<file path="config.mk">
export PLATFORM = sky130hd
export DESIGN_NAME = dsp_mac_ctrl
export DESIGN_NICKNAME = d
export VERILOG_FILES = /design/src/rtl/dsp_mac_ctrl.sv
export SDC_FILE = /design/constraint.sdc
export NUM_CORES = 1
export LEC_CHECK = 0
export CAP_MARGIN = 20
export CORE_AREA = 2 2 125 127
export CTS_CLUSTER_SIZE = 10
export DETAILED_ROUTE_END_ITERATION = 6
export DIE_AREA = 0 0 127 129
export PLACE_DENSITY = 0.85
export REMOVE_ABC_BUFFERS = 1
export SYNTH_ARGS = -nofsm -noshare
export SYNTH_HDL_FRONTEND = slang
export SYNTH_SLANG_ARGS = --single-unit
</file>
<file path="constraint.sdc">
create_clock -name clk -period 7.65 [get_ports clk]
set_input_delay 1.1475 -clock clk [delete_from_list [all_inputs] [get_ports clk]]
set_output_delay 1.1475 -clock clk [all_outputs]
set_load 0.02 [all_outputs]
</file>
<file path="src/rtl/dsp_mac_ctrl.sv">
// Sequencer for a pipelined DSP48-style MAC slice.
// Each job loads a bias into C and streams len operand pairs into A/B.
// It issues one OPMODE per term, waits out the DSP pipeline, and then
// presents P (with carry-out) as a single result beat.
//
// state | meaning
// IDLE  | waiting for start; opmode parked at Z=P, X=0
// RUN   | accepting operand pairs until len terms are issued
// DRAIN | letting the last term ripple through the DSP pipeline
// OUT   | result held on res_data until res_ready
module dsp_mac_ctrl #(
    parameter int DSP_LAT = 3
) (
    input  logic        clk,
    input  logic        rst,
    input  logic        start,
    input  logic [7:0]  len,
    input  logic        sub,
    input  logic [47:0] bias,
    input  logic        in_valid,
    output logic        in_ready,
    input  logic [17:0] in_a,
    input  logic [17:0] in_b,
    output logic [17:0] dsp_a,
    output logic [17:0] dsp_b,
    output logic [47:0] dsp_c,
    output logic [7:0]  dsp_opmode,
    input  logic [47:0] dsp_p,
    input  logic        dsp_carryout,
    output logic        res_valid,
    input  logic        res_ready,
    output logic [47:0] res_data,
    output logic        res_carry,
    output logic        busy
);

    localparam int DCW = (DSP_LAT < 1) ? 1 : $clog2(DSP_LAT + 1);
    localparam logic [7:0] OP_HOLD = 8'h08;
    localparam logic [7:0] OP_BIAS = 8'h0C;

    typedef enum logic [1:0] {IDLE, RUN, DRAIN, OUT} state_t;

    state_t         state, state_nxt;
    logic [7:0]     len_r;
    logic [7:0]     cnt;
    logic           sub_r;
    logic [DCW-1:0] dcnt;
    logic           pend;
    logic           pend_first;
    logic           pend_zero;
    logic           hs;
    logic           start_job;
    logic           zero_slot;
    logic           cap;

    // State register
    always_ff @(posedge clk or posedge rst) begin
        if (rst) state <= IDLE;
        else     state <= state_nxt;
    end

    // Next-state decode and handshake/status outputs
    always_comb begin
        state_nxt = state;
        in_ready  = 1'b0;
        res_valid = 1'b0;
        busy      = (state != IDLE);
        hs        = 1'b0;
        start_job = 1'b0;
        zero_slot = 1'b0;
        cap       = 1'b0;
        case (state)
            IDLE: begin
                if (start) begin
                    start_job = 1'b1;
                    state_nxt = RUN;
                end
            end
            RUN: begin
                in_ready = (cnt < len_r);
                hs       = in_valid && in_ready;
                if (len_r == 8'd0) begin
                    // empty job still needs one slot that loads C into P
                    zero_slot = 1'b1;
                    state_nxt = DRAIN;
                end else if (hs && (({1'b0, cnt} + 9'd1) == {1'b0, len_r})) begin
                    state_nxt = DRAIN;
                end
            end
            DRAIN: begin
                if (dcnt == '0) begin
                    cap       = 1'b1;
                    state_nxt = OUT;
                end
            end
            OUT: begin
                res_valid = 1'b1;
                if (res_ready) state_nxt = IDLE;
            end
            default: state_nxt = IDLE;
        endcase
    end

    // Job capture, operand forwarding, opmode slotting, drain timer, result capture
    always_ff @(posedge clk or posedge rst) begin
        if (rst) begin
            len_r      <= '0;
            sub_r      <= 1'b0;
            cnt        <= '0;
            dsp_a      <= '0;
            dsp_b      <= '0;
            dsp_c      <= '0;
            dsp_opmode <= OP_HOLD;
            pend       <= 1'b0;
            pend_first <= 1'b0;
            pend_zero  <= 1'b0;
            dcnt       <= '0;
            res_data   <= '0;
            res_carry  <= 1'b0;
        end else begin
            if (start_job) begin
                len_r <= len;
                sub_r <= sub;
                dsp_c <= bias;
                cnt   <= '0;
            end
            if (hs) begin
                dsp_a <= in_a;
                dsp_b <= in_b;
                cnt   <= cnt + 8'd1;
            end
            // opmode trails operands by one edge to line up with the MREG stage
            pend       <= hs || zero_slot;
            pend_first <= (cnt == 8'd0);
            pend_zero  <= zero_slot;
            if (pend_zero)  dsp_opmode <= OP_BIAS;
            else if (pend)  dsp_opmode <= {sub_r, 3'b000, 1'b1, pend_first, 2'b01};
            else            dsp_opmode <= OP_HOLD;
            if (hs || zero_slot)
                dcnt <= DCW'(DSP_LAT);
            else if (state == DRAIN && dcnt != '0)
                dcnt <= dcnt - DCW'(1);
            if (cap) begin
                res_data  <= dsp_p;
                res_carry <= dsp_carryout;
            end
        end
    end

endmodule

</file>
==> metrics <==
status finished, final reports clean; Tmin final 3.60 ns; post-cts resize count 0; DRT Wirelength 17.3 mm; DR iter-0 viols 158; Arr. time, crit path 2.45 ns; H-Tree Depth 4; post-DP HPWL 12.2 mm; root buffer cell clkbuf_16; worst-path fanout max 10; reg2reg start cnt[4]$_DFFE_PP0P_; Post-synth EDFFs 0; core footprint 0.0150 mm^2; FF-to-FF setup slack 5.16 ns; Static Leak 4.58 nW; largest family of logic cells by synthesized area multiplexers; Power per Cell Area 433 mW/mm^2; period utilization 0.470; TritonRoute pass-1 iters 4; synthesized instance count 552; area delta synth->final 52.8%; Die X 127 um; pin count of the biggest net entering global routing 92; die area 0.0164 mm^2; RSZ-0062 raised after global routing no; fmax 278 MHz; Synth Area in XOR/XNOR 0.0104; gr ovfl total 0; post-synthesis mux area share 0.178; Avg Inst Size Synth 12.2 um^2; Setup Fix Bufs, Post-CTS 0; setup TNS 0 ns; clock tree buffer depth 2; Primary FF master, synth dfrtp_1; Die H 129 um; Slew HR 0.416; peak supply drop 254 uV; Yosys reg bits 160; Async SR Flop Fraction 1.00; Final Wtd Congestion 0.832; Post-Synth Simple-Gate Area 0.119; Hold WC Path Type reg2reg; fill cell count 1083; CP Capture Type primary output; diode count 0; hold buffers post-CTS 0; hold path startpoint pend_first$_DFF_PP0_; CTS tree done; vias per cell 4.98; Slew @ Worst Pin 0.877 ns; critical path class reg2out; Final Setup Violations 0; Worst Skew 0.0127 ns; vias 5132; DRT antenna net count 0; layout cells sized above 1 0.181; vias in the first global route 5250; fin. max-slew vios 0; DRC viols 0; GRT Total Usage 0.212; I/O pin count 291; Cell Area, Synth 0.00675 mm^2; yosys warns 0; TritonCTS Buffers 17; Hold Fails Final Rpt 0; compound-cell area share of the yosys netlist 0.0313; Worst-path clk slew 0.06 ns; Cell Rows 45; fin cells 1030; post-placement cell count 998; initial antenna violation count 0; Worst Setup SP cnt[4]$_DFFE_PP0P_; Clock Latency Late Sink 0.42 ns; wire length of the first global-routing pass 26.9 mm; post-synthesis adder-cell area fraction 0.0297; post-synthesis cell type count 47; max_cap viols 0; Final nets 992; Worst Path Required 6.50 ns; Avg WL per Cell 16.7 um; CP Launch Type register; Seq/Total Area, Yosys 0.593; CTS Sinks 160; Initial Util 0.451; PortBufs 285
==> final timing paths <==
| check | depth (start not counted) | to |
|---|---|---|
| max in group asynchronous | 3 | dsp_b[9]$_DFFE_PP0P_ |
| setup reg to reg | 7 | cnt[6]$_DFFE_PP0P_ |
| hold reg to reg | 1 | dsp_opmode[2]$_DFF_PP0_ |
| setup / recovery | 6 | in_ready |
| min in group asynchronous | 2 | dsp_c[30]$_DFFE_PP0P_ |
| hold / removal | 1 | dsp_opmode[2]$_DFF_PP0_ |
==> report_power, final <==
group	internal (W)	switching [W]
registers	0.00125	0.000234
logic	0.00109	0.00103
clock network	0.000514	0.000339
total	0.00286	0.00161
==> Yosys cell counts, drive strengths merged, types with 4 or more instances <==
library cell / count / area [um^2]
inv: 19 / 71.3
xnor2: 5 / 43.8
nor2b: 4 / 25.0
nand3: 24 / 133
dfrtp: 160 / 4000
or3: 7 / 43.8
nand2: 117 / 442
buf: 12 / 92.6
nor2: 4 / 15.0
clkbuf: 22 / 82.6
mux2: 106 / 1190
a21oi: 4 / 20.0
o21ai: 7 / 35.0
ha: 16 / 200
==> logic make-up (layout without fill, tap and decap cells) <==
family | count (synthesis) | after routing
adder cells (fa/ha/maj) | 16 | 16
multiplexers | 107 | 107
AND/OR/NAND/NOR | 177 | 177
other | 2 | 5
flip-flops | 160 | 160
buffers and inverters | 53 | 340
XOR/XNOR | 8 | 8
AO/OA/AOI/OAI | 29 | 29
==> placed cells by master (no fill, tap or decap), types with 4 or more instances in the layout <==
cell / netlist / final
o21ai_0: 6 / 6
nand3_1: 23 / 23
clkbuf_16: 0 / 17
nand2_1: 116 / 114
nor2b_1: 4 / 4
clkinv_4: 0 / 4
dfrtp_1: 160 / 160
mux2_2: 106 / 106
ha_1: 16 / 16
conb_1: 2 / 5
clkdlybuf4s50_1: 0 / 285
nor2_1: 4 / 4
buf_4: 6 / 4
a21oi_1: 4 / 4
xnor2_1: 5 / 5
inv_1: 19 / 18
or3_1: 7 / 7
==> metal layers <==
layer,global-route usage,vias up,part of all wire
met4,0.0763,0,0.019
met1,0.236,2500,0.37
li1,-,2407,-
met3,0.0836,23,0.093
met2,0.373,202,0.51
met5,0,-,0
==> critical path: stages (launching register included) <==
cell	delay, ns
dfrtp_1	0.47
ha_1	0.31
o21a_1	0.18
o211ai_1	0.16
a31oi_1	0.09
and3b_1	0.22
clkdlybuf4s50_1	0.59
==> metrics by stage <==
step,total power [W],worst slack [ns],utilization,cell area [um^2],hold slack (ns)
after detailed placement,0.00364,4.44,0.649,9710,0.445
final,0.00447,4.05,0.688,10300,0.456
after floorplan,0.00261,2.18,-,6590,0.412
after CTS,0.00451,4.02,0.688,10300,0.453
after global placement,0.00359,4.45,0.649,9710,0.422
after global routing,0.00473,3.88,0.688,10300,0.477
==> state kept, by name (all words and copies together) (netlist names) <==
register	flops
dsp_c	48
res_data	48
dsp_a	18
dsp_b	18
cnt	8
len_r	8
dsp_opmode	3
dcnt	2
state	2
pend	1
pend_first	1
pend_zero	1
res_carry	1
sub_r	1
==> final cells by class <==
cell class	count	area, um^2	share of cell area
well taps	188	235	0.0228
clock buffers	19	433	0.0420
flip-flops and latches	160	4000	0.388
repair buffers	289	2880	0.280
clock inverters	13	164	0.0159
inverters	19	76.3	0.00740
multi-input cells	342	2520	0.244
Note: power is estimated with default switching activity, not from simulation.
